--- config.mk ---
export PLATFORM = sky130hd
export DESIGN_NAME = coin_deserializer_flat
export DESIGN_NICKNAME = d
export VERILOG_FILES = /design/src/rtl/coin_if.sv /design/src/rtl/coin_deserializer.sv /design/src/flat_wrapper.sv
export SDC_FILE = /design/constraint.sdc
export NUM_CORES = 1
export LEC_CHECK = 0
export ABC_AREA = 1
export CAP_MARGIN = 20
export CORE_ASPECT_RATIO = 1.75
export CORE_MARGIN = 4
export CORE_UTILIZATION = 55
export CTS_CLUSTER_DIAMETER = 40
export DETAILED_ROUTE_END_ITERATION = 8
export PLACE_DENSITY = 0.78
export SKIP_CTS_REPAIR_TIMING = 1
export SYNTH_ARGS = -nofsm -noshare
export SYNTH_HDL_FRONTEND = slang
export SYNTH_SLANG_ARGS = --single-unit
--- constraint.sdc ---
create_clock -name clk -period 2.59 [get_ports clk]
set_clock_uncertainty 0.15 [all_clocks]
set_input_delay 0.3885 -clock clk [delete_from_list [all_inputs] [get_ports clk]]
set_output_delay 0.3885 -clock clk [all_outputs]
set_load 0.005 [all_outputs]
--- src/rtl/coin_if.sv ---
`default_nettype none
// ============================================================================
// Module      : coin_if
// Description : Valid/ready hand-off of classified coins to the vending core.
// Revision    : 1.0 - initial release
// ============================================================================
interface coin_if;
  logic       coin_valid;
  logic       coin_ready;
  logic [1:0] coin_code;
  logic [4:0] coin_cents;

  modport master (
    output coin_valid,
    output coin_code,
    output coin_cents,
    input  coin_ready
  );

  modport slave (
    input  coin_valid,
    input  coin_code,
    input  coin_cents,
    output coin_ready
  );
endinterface
`default_nettype wire

--- src/rtl/coin_deserializer.sv ---
`default_nettype none
// ============================================================================
// Module      : coin_deserializer
// Description : Serial coin-word capture, value-window classification and
//               accepted-coin FIFO feeding the vending core.
// Revision    : 1.0 - initial release
// ============================================================================
module coin_deserializer #(
  parameter int WORD_W     = 10,
  parameter int FIFO_DEPTH = 4,
  parameter int PENNY_LO   = 745,
  parameter int NICKEL_LO  = 830,
  parameter int DIME_LO    = 700,
  parameter int QUARTER_LO = 950,
  parameter int WIN        = 10
) (
  input  wire logic                        clk,
  input  wire logic                        reset,
  input  wire logic                        serialIn,
  input  wire logic                        enable,
  coin_if.master                           coin,
  output logic [$clog2(FIFO_DEPTH):0]      fifo_level,
  output logic                             reject,
  output logic                             overflow,
  output logic                             frame_err
);
  localparam int c_CNT_W = $clog2(WORD_W);
  localparam int c_PTR_W = $clog2(FIFO_DEPTH);
  localparam int c_LVL_W = c_PTR_W + 1;
  localparam logic [c_CNT_W-1:0] c_LAST_BIT = c_CNT_W'(WORD_W - 1);
  localparam logic [c_LVL_W-1:0] c_FULL     = c_LVL_W'(FIFO_DEPTH);
  // Windows held one bit wider so LO+WIN-1 can never wrap.
  localparam logic [WORD_W:0] c_PENNY_LO   = (WORD_W+1)'(PENNY_LO);
  localparam logic [WORD_W:0] c_PENNY_HI   = (WORD_W+1)'(PENNY_LO + WIN - 1);
  localparam logic [WORD_W:0] c_NICKEL_LO  = (WORD_W+1)'(NICKEL_LO);
  localparam logic [WORD_W:0] c_NICKEL_HI  = (WORD_W+1)'(NICKEL_LO + WIN - 1);
  localparam logic [WORD_W:0] c_DIME_LO    = (WORD_W+1)'(DIME_LO);
  localparam logic [WORD_W:0] c_DIME_HI    = (WORD_W+1)'(DIME_LO + WIN - 1);
  localparam logic [WORD_W:0] c_QUARTER_LO = (WORD_W+1)'(QUARTER_LO);
  localparam logic [WORD_W:0] c_QUARTER_HI = (WORD_W+1)'(QUARTER_LO + WIN - 1);

  logic [WORD_W-1:0]  r_shreg;
  logic [c_CNT_W-1:0] r_bit_cnt;
  logic [1:0]         r_mem [FIFO_DEPTH];
  logic [c_PTR_W-1:0] r_wr_ptr;
  logic [c_PTR_W-1:0] r_rd_ptr;
  logic [c_LVL_W-1:0] r_level;

  logic [WORD_W-1:0]  w_word;
  logic [WORD_W:0]    w_word_x;
  logic               w_complete;
  logic               w_hit;
  logic [1:0]         w_code;
  logic               w_pop;
  logic               w_push;

  assign w_word     = {r_shreg[WORD_W-2:0], serialIn};
  assign w_word_x   = {1'b0, w_word};
  assign w_complete = enable && (r_bit_cnt == c_LAST_BIT);

  always_comb begin
    w_hit  = 1'b0;
    w_code = 2'd0;
    if (w_word_x >= c_PENNY_LO && w_word_x <= c_PENNY_HI) begin
      w_hit  = 1'b1;
      w_code = 2'd0;
    end else if (w_word_x >= c_NICKEL_LO && w_word_x <= c_NICKEL_HI) begin
      w_hit  = 1'b1;
      w_code = 2'd1;
    end else if (w_word_x >= c_DIME_LO && w_word_x <= c_DIME_HI) begin
      w_hit  = 1'b1;
      w_code = 2'd2;
    end else if (w_word_x >= c_QUARTER_LO && w_word_x <= c_QUARTER_HI) begin
      w_hit  = 1'b1;
      w_code = 2'd3;
    end
  end

  // A pop in the same cycle frees the slot a full FIFO needs for the push.
  assign w_pop  = (r_level != '0) && coin.coin_ready;
  assign w_push = w_complete && w_hit && ((r_level < c_FULL) || w_pop);

  always_ff @(posedge clk or posedge reset) begin
    if (reset) begin
      r_shreg   <= '0;
      r_bit_cnt <= '0;
      r_wr_ptr  <= '0;
      r_rd_ptr  <= '0;
      r_level   <= '0;
      reject    <= 1'b0;
      overflow  <= 1'b0;
      frame_err <= 1'b0;
      for (int i = 0; i < FIFO_DEPTH; i++) r_mem[i] <= '0;
    end else begin
      reject    <= w_complete && !w_hit;
      overflow  <= w_complete && w_hit && !w_push;
      frame_err <= !enable && (r_bit_cnt != '0);

      if (enable) begin
        r_shreg   <= w_word;
        r_bit_cnt <= w_complete ? '0 : r_bit_cnt + 1'b1;
      end else begin
        r_bit_cnt <= '0;
      end

      if (w_push) begin
        r_mem[r_wr_ptr] <= w_code;
        r_wr_ptr        <= r_wr_ptr + 1'b1;
      end
      if (w_pop) r_rd_ptr <= r_rd_ptr + 1'b1;

      if (w_push && !w_pop)      r_level <= r_level + 1'b1;
      else if (!w_push && w_pop) r_level <= r_level - 1'b1;
    end
  end

  assign fifo_level      = r_level;
  assign coin.coin_valid = (r_level != '0);
  assign coin.coin_code  = r_mem[r_rd_ptr];

  always_comb begin
    coin.coin_cents = 5'd1;
    case (coin.coin_code)
      2'd0: coin.coin_cents = 5'd1;
      2'd1: coin.coin_cents = 5'd5;
      2'd2: coin.coin_cents = 5'd10;
      2'd3: coin.coin_cents = 5'd25;
      default: coin.coin_cents = 5'd1;
    endcase
  end
endmodule
`default_nettype wire

--- src/flat_wrapper.sv ---
// flat-port wrapper written by rule: the top's interface ports become plain ports
module coin_deserializer_flat 
#(
  parameter int WORD_W     = 10,
  parameter int FIFO_DEPTH = 4,
  parameter int PENNY_LO   = 745,
  parameter int NICKEL_LO  = 830,
  parameter int DIME_LO    = 700,
  parameter int QUARTER_LO = 950,
  parameter int WIN        = 10
)
  (clk, reset, serialIn, enable, fifo_level, reject, overflow, frame_err, coin_coin_valid, coin_coin_code, coin_coin_cents, coin_coin_ready);
  coin_if coin_i ();
  input  wire logic clk;
  input  wire logic reset;
  input  wire logic serialIn;
  input  wire logic enable;
  output logic [$clog2(FIFO_DEPTH):0] fifo_level;
  output logic reject;
  output logic overflow;
  output logic frame_err;
  output wire logic [$bits(coin_i.coin_valid)-1:0] coin_coin_valid;
  output wire logic [$bits(coin_i.coin_code)-1:0] coin_coin_code;
  output wire logic [$bits(coin_i.coin_cents)-1:0] coin_coin_cents;
  input wire logic [$bits(coin_i.coin_ready)-1:0] coin_coin_ready;
  assign coin_coin_valid = coin_i.coin_valid;
  assign coin_coin_code = coin_i.coin_code;
  assign coin_coin_cents = coin_i.coin_cents;
  assign coin_i.coin_ready = coin_coin_ready;
  coin_deserializer #(.WORD_W(WORD_W), .FIFO_DEPTH(FIFO_DEPTH), .PENNY_LO(PENNY_LO), .NICKEL_LO(NICKEL_LO), .DIME_LO(DIME_LO), .QUARTER_LO(QUARTER_LO), .WIN(WIN)) u_core (.clk(clk), .reset(reset), .serialIn(serialIn), .enable(enable), .coin(coin_i), .fifo_level(fifo_level), .reject(reject), .overflow(overflow), .frame_err(frame_err));
endmodule
# [Word-level counts from Yosys, hierarchy flattened]
# Index checks and enable logic that the tools add are counted.
[op_classes] n_addsub=5 order_cmp=12 eq_ne=4 muxes=19 bitwise_logic=2 n_reduce_logical=23
[op_table] op="10-bit greater-or-equal comparator (second input constant)" n=4
[op_table] op="10-bit less-or-equal comparator (second input constant)" n=4
[op_table] op="5-bit case mux with 4 select lines" n=1
[op_table] op="1-bit logical AND" n=14
[op_table] op="2-bit 2-to-1 mux" n=7
[op_table] op="8-bit bitwise mux" n=1
[op_table] op="4-bit 2-to-1 mux" n=2
[op_table] op="3-bit greater-or-equal comparator (second input constant)" n=2
[op_table] op="3-bit 2-to-1 mux" n=2
[op_table] op="2-bit inverter with 3-bit output" n=2
[op_table] op="2-bit by 1-bit adder with 2-bit output (second input constant)" n=2
[op_table] op="4-bit by 1-bit adder with 4-bit output (second input constant)" n=1
[op_table] op="2-bit binary-select mux with 2-bit select" n=1
[op_table] op="2-bit demux with 2-bit select" n=1
[op_table] op="2-bit == test (second input constant)" n=2
[op_table] op="4-bit == test (second input constant)" n=1
[op_table] op="1-bit zero test" n=4
[op_table] op="1-bit 2-to-1 mux" n=4
[op_table] op="4-bit nonzero test" n=1
[op_table] op="3-bit by 1-bit adder with 3-bit output (second input constant)" n=1
[op_table] op="3-bit by 1-bit less-than comparator with 1-bit output (second input constant)" n=1
[op_table] op="3-bit less-than comparator (second input constant)" n=1
[op_table] op="3-bit nonzero test" n=1
[op_table] op="3-bit by 1-bit subtractor with 3-bit output (second input constant)" n=1
[op_table] op="other kinds (4)" n=4
[totals] regBits=31 in_bits=5 output_inout_bits=14 word_cells=77

# [Logic depth before layout (Yosys ltp)]
# Gate-level depths: netlist (run 1).
[depth] word_depth=12 ltp_mapped=17 ltp_nobuf=17

# [Least setup slack after synthesis (run 1)]
# OpenSTA, ideal clock, no wires.
[synth_timing] path_kind="register -> register" start="reg u_core.r_shreg[3]" end="reg u_core.r_level[2], in the netlist u_core.fifo_level[2]" setup_ns=0.131 t_arrival_ns=2.120 t_required_ns=2.309 path_slack_ns=0.189 stages_incl_launch_ff=18 path_buffers=0 synth_period_minus_slack_ns=2.401 cell_sequence="dfrtp_1 inv_2 nand2_1 nor2_2 nand2_1 nand2_1 nand2_1 nand2_1 nand2_2 nand3_4 nand3_4 inv_2 ha_1 inv_1 fa_1 a21oi_1 o21ai_0 xor2_1"
[synth_via] elab_chain_cells=11 elab_cells_between_ends=23 cone_classes="order compare: 8; mux: 5; reduce/logical: 10"
[synth_lines] item="from (decl)" line_no="coin_deserializer.sv:42" source="logic [WORD_W-1:0] r_shreg;"
[synth_lines] item="from (signal assigned)" line_no="coin_deserializer.sv:100" source="r_shreg <= w_word;"
[synth_lines] item="10-bit greater-or-equal comparator / 10-bit less-or-equal comparator (equally long branches)" line_no="coin_deserializer.sv:73" source="end else if (w_word_x >= c_QUARTER_LO && w_word_x <= c_QUARTER_HI) begin"
[synth_lines] item="1-bit logical AND" line_no="coin_deserializer.sv:73"
[synth_lines] item="1-bit 2-to-1 mux" line_no="coin_deserializer.sv:73"
[synth_lines] item="1-bit 2-to-1 mux" line_no="coin_deserializer.sv:70" source="end else if (w_word_x >= c_DIME_LO && w_word_x <= c_DIME_HI) begin"
[synth_lines] item="1-bit 2-to-1 mux" line_no="coin_deserializer.sv:67" source="end else if (w_word_x >= c_NICKEL_LO && w_word_x <= c_NICKEL_HI) begin"
[synth_lines] item="1-bit 2-to-1 mux (*)" line_no="coin_deserializer.sv:64" source="if (w_word_x >= c_PENNY_LO && w_word_x <= c_PENNY_HI) begin"
[synth_lines] item="1-bit logical AND (*) (2 in series)" line_no="coin_deserializer.sv:81" source="assign w_push = w_complete && w_hit && ((r_level < c_FULL) || w_pop);"
[synth_lines] item="named net u_core.w_push" line_no="coin_deserializer.sv:55" source="logic w_push;"
[synth_lines] item="1-bit zero test" line_no="coin_deserializer.sv:113" source="else if (!w_push && w_pop) r_level <= r_level - 1'b1;"
[synth_lines] item="1-bit logical AND" line_no="coin_deserializer.sv:113"
[synth_lines] item="2-bit nonzero test (no line)"
[synth_lines] item="to (signal assigned)" line_no="coin_deserializer.sv:112" source="if (w_push && !w_pop) r_level <= r_level + 1'b1;"
[synth_lines] item="to (signal assigned)" line_no="coin_deserializer.sv:113"
[synth_lines] item="to (decl)" line_no="coin_deserializer.sv:47" source="logic [c_LVL_W-1:0] r_level;"
# Mark *: on every way through the listed nets, which the timed path passes. The rest lies on a longest branch.
# A chain may end at the register's enable or synchronous reset.

# [Final worst setup path (run 1)]
[layout_timing] start="reg u_core.r_shreg[3]" end="reg u_core.r_level[1], in the netlist u_core.fifo_level[1]"
# The elaborated chain is that of the path after synthesis.

==> impl_results.md, run 1 <==
* Initial core utilization at 57.7%
* Worst reg2reg path endpoint: u_core.fifo_level[1]$_DFFE_PP0P_
* Sinks on the clock net at 31
* Post-detailed-route count of antenna-violating nets at 0
* Number of inserted diodes at 0
* Final design utilization at between 70 and 80%
* Total power density per cell area at 723 mW/mm^2
* Cells taking the most area after synthesis: sky130_fd_sc_hd__dfrtp_1, sky130_fd_sc_hd__nand2_1, sky130_fd_sc_hd__inv_1
* Gpl congestion at ~0.91
* Fraction of final layout cells sized beyond drive strength 1 at 19.7%
* Number of placed cells counting well taps at around 280
* Switching share of power at roughly a third
* Iter 0 DRT Violations at 41
* First-pass GRT wire length at 5840 um
* Area added between synthesis and finish at 24.2%
* Worst Path Arrival at 2.47 ns
* Clock insertion delay at the later pin of the skew report at between 0.2 and 0.3 ns
* Synthesized Nets at 224
* Total length of routed wires at 3330 um
* Portion of synthesized cell area occupied by the leading cell type at between 40% and 50%
* CTS tree: done
* Portion of total power attributed to sequential cells at 41.5%
* Number of instances in the synthesized netlist at 210
* Via total after detailed routing at 1420
* Most numerous cell in the Yosys netlist: sky130_fd_sc_hd__nand2_1
* Minimum period implied by the final worst setup slack at approximately 2.5 ns
* Fin cells at between 200 and 300
* Via count of the first global-routing pass at about 1400
* Data required, critical path at between 2 and 3 ns
* Register clock-pin slew on the reported worst setup and hold paths at ~0.070 ns
* NetSw at 0.000503 W
* Synth unique cells at 24
* Worst setup slack after layout at between 0.1 and 0.15 ns
* Core area at just under 0.003 mm^2
* Syn. warnings at 0
* Leading register cell type out of synthesis: sky130_fd_sc_hd__dfrtp_1
* Number of register bits inferred by synthesis at 31
* Placement-stage worst setup slack at -0.213 ns
* Clock tree root buffer cell: sky130_fd_sc_hd__clkbuf_8
* Max Clock Freq at just over 400 MHz
* Total global routing track utilization at between 10% and 20%
* Pins Over Slew Limit at 0
* Final worst-path cycle share at between 90 and 100%
* Average via count per standard cell at around 5.0
* Number of nets in the layout at around 260
* First-pass detailed-route iteration total at 4
* Maximum fanout count along the critical path at 4
* Final Hold Viols at 0
* Die Outline Area at 0.00410 mm^2
* Worst slew slack as a fraction of its limit at around 64%
* Count of cells along the worst register-to-register path at 13
* Total DRC errors in the routed layout at 0
* Slack of the worst reg-to-reg path at between 0.1 and 0.15 ns
* RR Startpoint: u_core.r_shreg[3]$_DFFE_PP0P_
* Internal at 0.00103 W
* Routed WL per cell at between 10 and 15 um
* Worst hold path stage count at 1
* Synthesized area per cell at 8.14 um^2
* Worst Hold Class: reg -> reg
* Row count at 26
* Height of the chip at 81.7 um
* IR Drop Worst-Case VDD at about 0.00060 V
* Total global routing overflow at 0
* Number of H-tree levels at 2
* Maximum clock path buffer count at 2
* Async SR Flop Fraction at 100%
* Transition time at the pin with the least slew margin at roughly 0.53 ns
* Kind of start point of the critical path: flop
* Leakage component of the power at 1.02 nW
* Top-level I/O count at 19
* Leading area contributor after synthesis: sky130_fd_sc_hd__dfrtp_1
* Number of buffers inserted during clock tree synthesis at 5
* Proportion of synthesized chip area in sequential cells at between 40% and 50%
* Count of buffers from port buffering at 18
* Status: finished, final reports clean
* Final Setup Violations at 0
* Combinational fraction of design power at roughly a third
* Cell area after synthesis at between 0.0015 and 0.002 mm^2
* Origin of the worst min-delay path: u_core.r_rd_ptr[1]$_DFFE_PP0P_
* Antenna violations before repair at 0
* Power share of the clock group at about a quarter
* Pin count of the biggest net entering global routing at 32
* Width of the die at approximately 50 um
* Cell types with the highest counts after synthesis: sky130_fd_sc_hd__nand2_1, sky130_fd_sc_hd__dfrtp_1, sky130_fd_sc_hd__inv_1, sky130_fd_sc_hd__nor2_1, sky130_fd_sc_hd__o21ai_0
* Number of maximum-capacitance constraint violations at 0
* Hold endpoint: u_core.r_rd_ptr[1]$_DFFE_PP0P_
* Fill cell instance count of the final layout at ~230
* Post-detail-place hpwl at between 2000 and 2500 um
* Worst Setup End Kind: flop
* Number of synthesized flops with an enable pin at 0
* Worst Setup Path Type: reg -> reg
[layout by cell type (no fill, tap or decap)]
cell / synthesis / layout
sky130_fd_sc_hd__inv_1: 27 / 25
sky130_fd_sc_hd__clkdlybuf4s50_1: 0 / 17
sky130_fd_sc_hd__nor2_2: 9 / 9
sky130_fd_sc_hd__nand3_1: 6 / 6
sky130_fd_sc_hd__dfrtp_1: 31 / 27
sky130_fd_sc_hd__clkbuf_8: 0 / 5
sky130_fd_sc_hd__nand2_1: 56 / 56
sky130_fd_sc_hd__nand4_1: 5 / 5
sky130_fd_sc_hd__o21ai_2: 2 / 3
sky130_fd_sc_hd__clkbuf_1: 2 / 2
sky130_fd_sc_hd__mux2_2: 1 / 1
sky130_fd_sc_hd__xnor2_1: 2 / 2
sky130_fd_sc_hd__dfrtp_2: 0 / 4
sky130_fd_sc_hd__nor2_1: 23 / 23
sky130_fd_sc_hd__dlymetal6s2s_1: 0 / 1
sky130_fd_sc_hd__clkinv_2: 0 / 1
sky130_fd_sc_hd__nand2_2: 3 / 3
sky130_fd_sc_hd__ha_1: 8 / 8
sky130_fd_sc_hd__o21ai_1: 0 / 1
sky130_fd_sc_hd__nor3_1: 1 / 1
sky130_fd_sc_hd__nor3_2: 1 / 1
sky130_fd_sc_hd__a21oi_1: 7 / 7
sky130_fd_sc_hd__inv_2: 2 / 4
sky130_fd_sc_hd__or2_2: 1 / 1
sky130_fd_sc_hd__a32oi_1: 3 / 1
sky130_fd_sc_hd__o21ai_0: 12 / 10
sky130_fd_sc_hd__xor2_1: 4 / 4
sky130_fd_sc_hd__a32oi_2: 0 / 2
sky130_fd_sc_hd__buf_4: 0 / 11
sky130_fd_sc_hd__nand3_4: 2 / 2
sky130_fd_sc_hd__fa_2: 0 / 1
[power by group through the flow]
| stage | sequential, W | clock (W) | combinational, W |
|---|---|---|---|
| after floorplan | 0.000626 | 0 | 0.000267 |
| after global placement | 0.000639 | 0 | 0.000506 |
| after detailed placement | 0.000642 | 0 | 0.000518 |
| after CTS | 0.000634 | 0.000367 | 0.000520 |
| after global routing | 0.000650 | 0.000391 | 0.000602 |
| final | 0.000637 | 0.000362 | 0.000535 |
[final cells by class]
type | count | area (um^2) | share of cell area (%)
inverters | 29 | 109 | 5.13
clock buffers | 7 | 76.3 | 3.60
clock inverters | 1 | 5.00 | 0.236
flip-flops and latches | 31 | 781 | 36.8
well taps | 42 | 52.6 | 2.48
repair buffers | 29 | 265 | 12.5
multi-input cells | 147 | 833 | 39.3
[worst max-delay path by stage]
stage / cells after the start / end / from
after floorplan: 17 / u_core.fifo_level[2]$_DFFE_PP0P_ / u_core.r_shreg[3]$_DFFE_PP0P_
after global placement: 12 / u_core.fifo_level[1]$_DFFE_PP0P_ / serialIn
after detailed placement: 12 / u_core.fifo_level[1]$_DFFE_PP0P_ / serialIn
after CTS: 16 / u_core.fifo_level[2]$_DFFE_PP0P_ / serialIn
after global routing: 13 / u_core.fifo_level[1]$_DFFE_PP0P_ / u_core.r_shreg[3]$_DFFE_PP0P_
final: 13 / u_core.fifo_level[1]$_DFFE_PP0P_ / u_core.r_shreg[3]$_DFFE_PP0P_
[per-stage QoR]
| stage | total power [W] | setup TNS, ns | hold WS [ns] | instance area (um^2) |
|---|---|---|---|---|
| after floorplan | 0.000893 | 0 | 0.292 | 1710 |
| after global placement | 0.00115 | -0.314 | 0.311 | 2000 |
| after detailed placement | 0.00116 | -0.400 | 0.308 | 2000 |
| after CTS | 0.00152 | 0 | 0.319 | 2080 |
| after global routing | 0.00164 | -0.00867 | 0.343 | 2120 |
| final | 0.00153 | 0 | 0.317 | 2120 |
[per-layer routing]
metal / vias up / GRT usage [%] / wire length [um]
li1: 723 / - / -
met1: 648 / 19.1 / 1260
met2: 34 / 33.8 / 1840
met3: 15 / 4.17 / 100
met4: 0 / 13.3 / 122
met5: - / 0 / 0
[worst max-delay path: stages (launching register included)]
cell	delay (ns)
sky130_fd_sc_hd__dfrtp_2	0.41
sky130_fd_sc_hd__buf_4	0.15
sky130_fd_sc_hd__nor2_1	0.10
sky130_fd_sc_hd__nand2_1	0.06
sky130_fd_sc_hd__nand3_1	0.09
sky130_fd_sc_hd__nor2_2	0.04
sky130_fd_sc_hd__nor2_2	0.14
sky130_fd_sc_hd__nand3_4	0.10
sky130_fd_sc_hd__nand3_4	0.07
sky130_fd_sc_hd__inv_2	0.04
sky130_fd_sc_hd__ha_1	0.18
sky130_fd_sc_hd__inv_1	0.10
sky130_fd_sc_hd__fa_2	0.43
sky130_fd_sc_hd__mux2_2	0.27
[registers in the layout (all words and copies together) (netlist names)]
register / cells
u_core.r_rd_ptr: 2
u_core.fifo_level: 3
u_core.r_bit_cnt: 4
u_core.frame_err: 1
u_core.r_wr_ptr: 2
u_core.r_mem: 8
u_core.overflow: 1
u_core.r_shreg: 9
u_core.reject: 1
[logic make-up (layout without fill, tap and decap cells)]
group                      count (synthesis)  after routing  synth area share [%]
AOI/OAI and AO/OA                         24             24                  8.13
xor gates and xnor gates                   6              6                  3.07
adders and majority gates                  9              9                  7.03
buffers and inverters                     32             66                  7.10
DFF                                       31             31                  45.4
muxes                                      1              1                 0.659
and+or+nand+nor                          107            107                  28.6
Power figures use the tool's default switching activity.
==> run 2: changes to the inputs <==
--- a/config.mk
+++ b/config.mk
@@ -12,7 +12,9 @@
 export CORE_UTILIZATION = 55
 export CTS_CLUSTER_DIAMETER = 40
 export DETAILED_ROUTE_END_ITERATION = 8
-export PLACE_DENSITY = 0.78
+export DONT_BUFFER_PORTS = 1
+export PLACE_DENSITY = 0.7
+export REMOVE_ABC_BUFFERS = 1
 export SKIP_CTS_REPAIR_TIMING = 1
 export SYNTH_ARGS = -nofsm -noshare
 export SYNTH_HDL_FRONTEND = slang
==> run 2 against run 1 <==
Sequential power about the same; hold slack worse by 0.29 ns; worst setup slack better by 0.0054 ns; core utilization is 5.9 points lower; largest cell class unchanged.
==> impl_results.md, run 2 (same netlist as run 1, synthesis figures left out) <==
* Total length of routed wires at 3500 um (+5.1%)
* Die Outline Area at 0.00410 mm^2 (unchanged)
* Number of nets in the layout at 237 (-7.8%)
* Area added between synthesis and finish at 14.0%
* Total power density per cell area at 723 mW/mm^2 (about the same)
* Registers with the highest flip-flop counts: u_core.r_shreg x9, u_core.r_mem x8, u_core.r_bit_cnt x4
* Number of inserted diodes at 0 (unchanged)
* Row count at 26 (unchanged)
* Via count of the first global-routing pass at 1380 (-2.7%)
* Max Clock Freq at 408 MHz (+0.22%)
* Count of buffers from port buffering at 0 (-18)
* Antenna violations before repair at 0 (unchanged)
* Fraction of final layout cells sized beyond drive strength 1 at 18.8% (-0.92 points)
* Fin cells at 266 (-7.0%)
* Worst Setup End Kind: flop
* Routed WL per cell at 13.1 um (+13%)
* Most frequent cells in the layout: sky130_fd_sc_hd__nand2_1, sky130_fd_sc_hd__dfrtp_1, sky130_fd_sc_hd__inv_1, sky130_fd_sc_hd__nor2_1, sky130_fd_sc_hd__o21ai_0
* Status: finished, final reports clean
* Worst Setup Path Type: reg -> reg
* Most common cell on crit path: sky130_fd_sc_hd__nand3_4
* Cell with the largest stage delay on the worst path: sky130_fd_sc_hd__dfrtp_1
* First-pass detailed-route iteration total at 4 (unchanged)
* Total global routing track utilization at 19.0% (+0.11 points)
* Worst setup slack after layout at 0.138 ns (+0.00541 ns)
* Gpl congestion at 0.914 (+0.96%)
* Total global routing overflow at 0 (unchanged)
* Final design utilization at 65.8% (-5.9 points)
* Placement-stage worst setup slack at 0.0511 ns (+0.264 ns)
* Core area at 0.00296 mm^2 (unchanged)
* Iter 0 DRT Violations at 34 (-17%)
* Final Hold Viols at 0 (unchanged)
* Worst slew slack as a fraction of its limit at 65.3% (+1.0 points)
* Data required, critical path at 2.60 ns (about the same)
* Top-level I/O count at 19 (unchanged)
* Sinks on the clock net at 31 (unchanged)
* IR Drop Worst-Case VDD at 0.000565 V (-6.1%)
* Number of flip-flops under the largest register name at 9 (unchanged)
* Maximum clock path buffer count at 2 (unchanged)
* Number of buffers inserted during clock tree synthesis at 5 (unchanged)
* Maximum fanout count along the critical path at 7 (+3)
* Final worst-path cycle share at 94.7% (-0.21 points)
* First-pass GRT wire length at 5940 um (+1.8%)
* Post-detail-place hpwl at 2580 um (+3.4%)
* Initial core utilization at 57.7% (unchanged)
* Register ranked first by flip-flop count: u_core.r_shreg
* Worst Path Arrival at 2.46 ns (about the same)
* Average via count per standard cell at 5.20 (+4.7%)
* CTS tree: done
* Width of the die at 50.1 um (unchanged)
* Final Setup Violations at 0 (unchanged)
* Commonest non-fill, non-tap cell in the layout: sky130_fd_sc_hd__nand2_1
* Clock tree root buffer cell: sky130_fd_sc_hd__clkbuf_8
* Via total after detailed routing at 1383 (-2.6%)
* Transition time at the pin with the least slew margin at 0.515 ns (-0.0153 ns)
* Total DRC errors in the routed layout at 0 (unchanged)
* Post-detailed-route count of antenna-violating nets at 0 (unchanged)
* Fill cell instance count of the final layout at 235 (+2.6%)
* Clock insertion delay at the later pin of the skew report at 0.27 ns (about the same)
* Delay of the slowest cell on the worst path at 0.45 ns (+0.02 ns)
* Minimum period implied by the final worst setup slack at 2.45 ns (-0.00541 ns)
* Pins Over Slew Limit at 0 (unchanged)
* Number of H-tree levels at 2 (unchanged)
* Number of maximum-capacitance constraint violations at 0 (unchanged)
* Worst-path cell chain: inv_1, o21ai_0, nand3_1, nand3_4, nand3_4, inv_4, ha_4, inv_2, fa_2, a21oi_2, o21ai_1, xor2_1
* Number of placed cells counting well taps at 252 (-8.7%)
* Height of the chip at 81.7 um (unchanged)
* Leakage component of the power at 0.950 nW (-7.2%)
* Register clock-pin slew on the reported worst setup and hold paths at 0.06 ns (about the same)
* Worst Hold Class: in -> reg
* Overall power of the completed layout at 0.00141 W (-8.1%)
* Kind of start point of the critical path: flop
* Pin count of the biggest net entering global routing at 32 (unchanged)
==> run 2: final timing paths <==
| path | from | endpoint | slack (ns) | depth (start not counted) |
|---|---|---|---|---|
| min in group asynchronous | reset | u_core.r_mem[3]$_DFFE_PP0P_ | 0.50 | 3 |
| max in group asynchronous | reset | u_core.r_shreg[3]$_DFFE_PP0P_ | 1.49 | 3 |
| worst min register to register | u_core.r_rd_ptr[1]$_DFFE_PP0P_ | u_core.r_rd_ptr[1]$_DFFE_PP0P_ | 0.31 | 1 |
| worst min-delay path | enable | u_core.frame_err$_DFF_PP0_ | 0.02 | 1 |
| worst max register to register | u_core.r_shreg[1]$_DFFE_PP0P_ | u_core.fifo_level[2]$_DFFE_PP0P_ | 0.14 | 12 |
| worst max-delay path | u_core.r_shreg[1]$_DFFE_PP0P_ | u_core.fifo_level[2]$_DFFE_PP0P_ | 0.14 | 12 |
==> run 2: power breakdown <==
group	internal (W)	switching, W	leakage [nW]
logic	0.000139	0.000224	0.504
registers	0.000552	0.0000876	0.395
clock network	0.000242	0.000164	0.0515
total	0.000933	0.000476	0.950
==> run 2: through the flow <==
stage / area, um^2 / TNS [ns] / hold slack [ns]
final: 1950 / 0 / 0.0246
after global routing: 1950 / -0.0578 / 0.0160
after global placement: 1770 / 0 / 0.224
after floorplan: 1700 / 0 / 0.292
after detailed placement: 1770 / 0 / 0.238
after CTS: 1870 / 0 / -0.0571
==> run 2: area by class of cell <==
class	count	area (um^2)	share of cell area, %
multi-input combinational	147	838	43.0
timing repair buffer	9	70.1	3.60
inverter	29	111	5.72
tap	42	52.6	2.70
sequential	31	776	39.8
clock buffer	8	100	5.14
==> run 2: worst max-delay path: cells and delay by family, from the launching register on <==
kind / cells / cell delay, ns
flip-flops: 1 / 0.45
AO/OA/AOI/OAI: 3 / 0.45
AND/OR/NAND/NOR: 3 / 0.45
XOR/XNOR: 1 / 0.14
adder cells (fa/ha/maj): 2 / 0.49
buffers and inverters: 3 / 0.21
==> run 2: metal layers <==
metal	routed length [um]	vias to the layer above	track usage, %
li1	-	681	-
met1	1300	670	19.4
met2	2030	24	36.9
met3	103	8	4.54
met4	59	0	6.37
met5	0	-	0
==> run 3: changes to the inputs <==
--- a/config.mk
+++ b/config.mk
@@ -10,7 +10,7 @@
 export CORE_ASPECT_RATIO = 1.75
 export CORE_MARGIN = 4
 export CORE_UTILIZATION = 55
-export CTS_CLUSTER_DIAMETER = 40
+export CTS_CLUSTER_DIAMETER = 50
 export DETAILED_ROUTE_END_ITERATION = 8
 export DONT_BUFFER_PORTS = 1
 export PLACE_DENSITY = 0.7
==> constraint.sdc (replaced) <==
create_clock -name clk -period 2.9 [get_ports clk]
set_clock_uncertainty 0.15 [all_clocks]
set_input_delay 0.435 -clock clk [delete_from_list [all_inputs] [get_ports clk]]
set_output_delay 0.435 -clock clk [all_outputs]
set_load 0.005 [all_outputs]
==> run 3 against run 2 <==
The flow now finishes with violations (negative hold slack); power is 13% lower; wire length is 4.2% lower; worst setup slack better by 0.15 ns; sequential power is 11% lower; first-iteration DRC count is 12% higher; global-route usage is 0.091 points lower; largest cell class unchanged.
==> impl_results.md, run 3 (same netlist as run 1, synthesis figures left out) <==
* Status: finished, violations left
* Violated checks: negative hold slack
* Slack of the worst reg-to-reg path at 0.28 ns (+0.15 ns)
* Leakage component of the power at 0.912 nW (-4.1%)
* Final worst-path cycle share at 90.2% (-4.5 points)
* Delay of the slowest cell on the worst path at 0.45 ns (about the same)
* Row count at 26 (unchanged)
* Die Outline Area at 0.00410 mm^2 (unchanged)
* Minimum period implied by the final worst setup slack at 2.62 ns (+0.164 ns)
* Launch point of the worst path: u_core.r_shreg[8]$_DFFE_PP0P_
* CTS tree: done
* Number of flip-flops under the largest register name at 9 (unchanged)
* Count of cells along the worst register-to-register path at 14 (+2)
* Fraction of final layout cells sized beyond drive strength 1 at 13.9% (-4.9 points)
* Worst Setup Path Type: reg -> reg
* Placement-stage worst setup slack at 0.289 ns (+0.238 ns)
* Total negative slack at 0 ns (unchanged)
* Maximum fanout count along the critical path at 7 (unchanged)
* Top-level I/O count at 19 (unchanged)
* Worst-case hold slack at -0.0346 ns (-0.0592 ns)
* Register clock-pin slew on the reported worst setup and hold paths at 0.06 ns (about the same)
* Cell with the largest stage delay on the worst path: sky130_fd_sc_hd__dfrtp_1
* Total length of routed wires at 3350 um (-4.2%)
* Area added between synthesis and finish at 8.71%
* Gpl congestion at 0.927 (+1.4%)
* Worst Path Arrival at 2.62 ns (+0.16 ns)
* Post-detailed-route count of antenna-violating nets at 0 (unchanged)
* RR Startpoint: u_core.r_shreg[8]$_DFFE_PP0P_
* Via total after detailed routing at 1322 (-4.4%)
* Number of maximum-capacitance constraint violations at 0 (unchanged)
* Worst setup slack after layout at 0.284 ns (+0.146 ns)
* Final Hold Viols at 31 (+31)
* Number of nets in the layout at 229 (-3.4%)
* Width of the die at 50.1 um (unchanged)
* Register ranked first by flip-flop count: u_core.r_shreg
* Height of the chip at 81.7 um (unchanged)
* Worst Hold Class: in -> async
* Total global routing track utilization at 18.9% (-0.091 points)
* Most frequent cells in the layout: sky130_fd_sc_hd__nand2_1, sky130_fd_sc_hd__dfrtp_1, sky130_fd_sc_hd__inv_1, sky130_fd_sc_hd__nor2_1, sky130_fd_sc_hd__o21ai_0
* Sinks on the clock net at 31 (unchanged)
* Initial core utilization at 57.7% (unchanged)
* Transition time at the pin with the least slew margin at 0.570 ns (+0.0547 ns)
* Total global routing overflow at 0 (unchanged)
* Number of inserted diodes at 0 (unchanged)
* Clock insertion delay at the later pin of the skew report at 0.28 ns (about the same)
* Average via count per standard cell at 5.12 (-1.4%)
* IR Drop Worst-Case VDD at 0.000511 V (-9.6%)
* Data required, critical path at 2.91 ns (+0.31 ns)
* Registers with the highest flip-flop counts: u_core.r_shreg x9, u_core.r_mem x8, u_core.r_bit_cnt x4
* Iter 0 DRT Violations at 38 (+12%)
* Core area at 0.00296 mm^2 (unchanged)
* Worst Setup End Kind: flop
* Worst slew slack as a fraction of its limit at 61.6% (-3.7 points)
* Worst-path cell chain: nand2_2, nor3_2, nand2_1, nor2_2, nor2_2, nand3_4, nand3_4, inv_2, ha_1, inv_1, fa_1, a21oi_1, o21ai_0, xor2_1
* Kind of start point of the critical path: flop
* Number of H-tree levels at 2 (unchanged)
* Post-detail-place hpwl at 2580 um (+0.10%)
* Count of buffers from port buffering at 0 (unchanged)
* Total power density per cell area at 659 mW/mm^2 (-8.9%)
* Maximum clock path buffer count at 2 (unchanged)
* Worst reg2reg path endpoint: u_core.fifo_level[2]$_DFFE_PP0P_
* Commonest non-fill, non-tap cell in the layout: sky130_fd_sc_hd__nand2_1
* First-pass GRT wire length at 5730 um (-3.5%)
* Worst setup path end: u_core.fifo_level[2]$_DFFE_PP0P_
* Routed WL per cell at 13.0 um (-1.2%)
* Total non-filler cell area in the finished layout at 0.00186 mm^2 (-4.6%)
* RSZ-0062 raised after global routing: no
* Fill cell instance count of the final layout at 252 (+7.2%)
* Placed instance area at 0.00176 mm^2 (-0.85%)
* Max Clock Freq at 382 MHz (-6.3%)
* Antenna violations before repair at 0 (unchanged)
* First-pass detailed-route iteration total at 4 (unchanged)
* Pin count of the biggest net entering global routing at 32 (unchanged)
* Number of buffers inserted during clock tree synthesis at 5 (unchanged)
* Total DRC errors in the routed layout at 0 (unchanged)
* Pins Over Slew Limit at 0 (unchanged)
* Via count of the first global-routing pass at 1304 (-5.5%)
* Final Setup Violations at 0 (unchanged)
* Clock tree root buffer cell: sky130_fd_sc_hd__clkbuf_8
-- run 3: critical path: cells and delay by family, from the launching register on --
kind / cells / cell delay (ns)
simple gates: 7 / 0.81
fa+ha+maj: 2 / 0.53
xor+xnor: 1 / 0.15
compound gates: 2 / 0.25
buf+inv: 2 / 0.17
flops: 1 / 0.45
-- run 3: area by class of cell --
type | instances | area (um^2) | area share [%]
clock buffer | 8 | 100 | 5.39
inverter | 29 | 109 | 5.86
multi-input combinational | 147 | 812 | 43.7
sequential | 31 | 777 | 41.8
tap | 42 | 52.6 | 2.83
timing repair buffer | 1 | 7.51 | 0.404
-- run 3: worst min path at each step --
stage,startpoint,endpoint,depth (start not counted)
4_1_cts,reset,u_core.r_mem[3]$_DFFE_PP0P_,2
3_3_place_gp,reset,u_core.frame_err$_DFF_PP0_,2
2_1_floorplan,u_core.r_rd_ptr[1]$_DFFE_PP0P_,u_core.r_rd_ptr[1]$_DFFE_PP0P_,1
5_1_grt,reset,u_core.r_mem[3]$_DFFE_PP0P_,2
3_5_place_dp,reset,u_core.r_mem[3]$_DFFE_PP0P_,2
6_report,reset,u_core.r_mem[7]$_DFFE_PP0P_,2
-- run 3: layer usage --
metal / share of wire (%) / vias to the layer above / global-route usage (%) / wire length (um)
met3: 3.9 / 11 / 4.72 / 130
met5: 0 / - / 0 / 0
li1: - / 664 / - / -
met2: 56 / 27 / 36.1 / 1880
met1: 37 / 620 / 17.8 / 1240
met4: 3.0 / 0 / 10.8 / 102
-- run 3: through the flow --
step	util, %	cells	total power [W]
CTS	62.7	258	0.00124
finish	62.8	258	0.00122
global placement	59.3	250	0.000856
floorplan	-	207	0.000792
detailed placement	59.3	250	0.000873
global route	62.8	258	0.00131
-- run 3: where the power goes --
part	switching [W]	total (W)	internal (W)
clock	0.000147	0.000364	0.000216
sequential	0.0000776	0.000571	0.000493
combinational	0.000187	0.000290	0.000102
total	0.000412	0.00122	0.000812
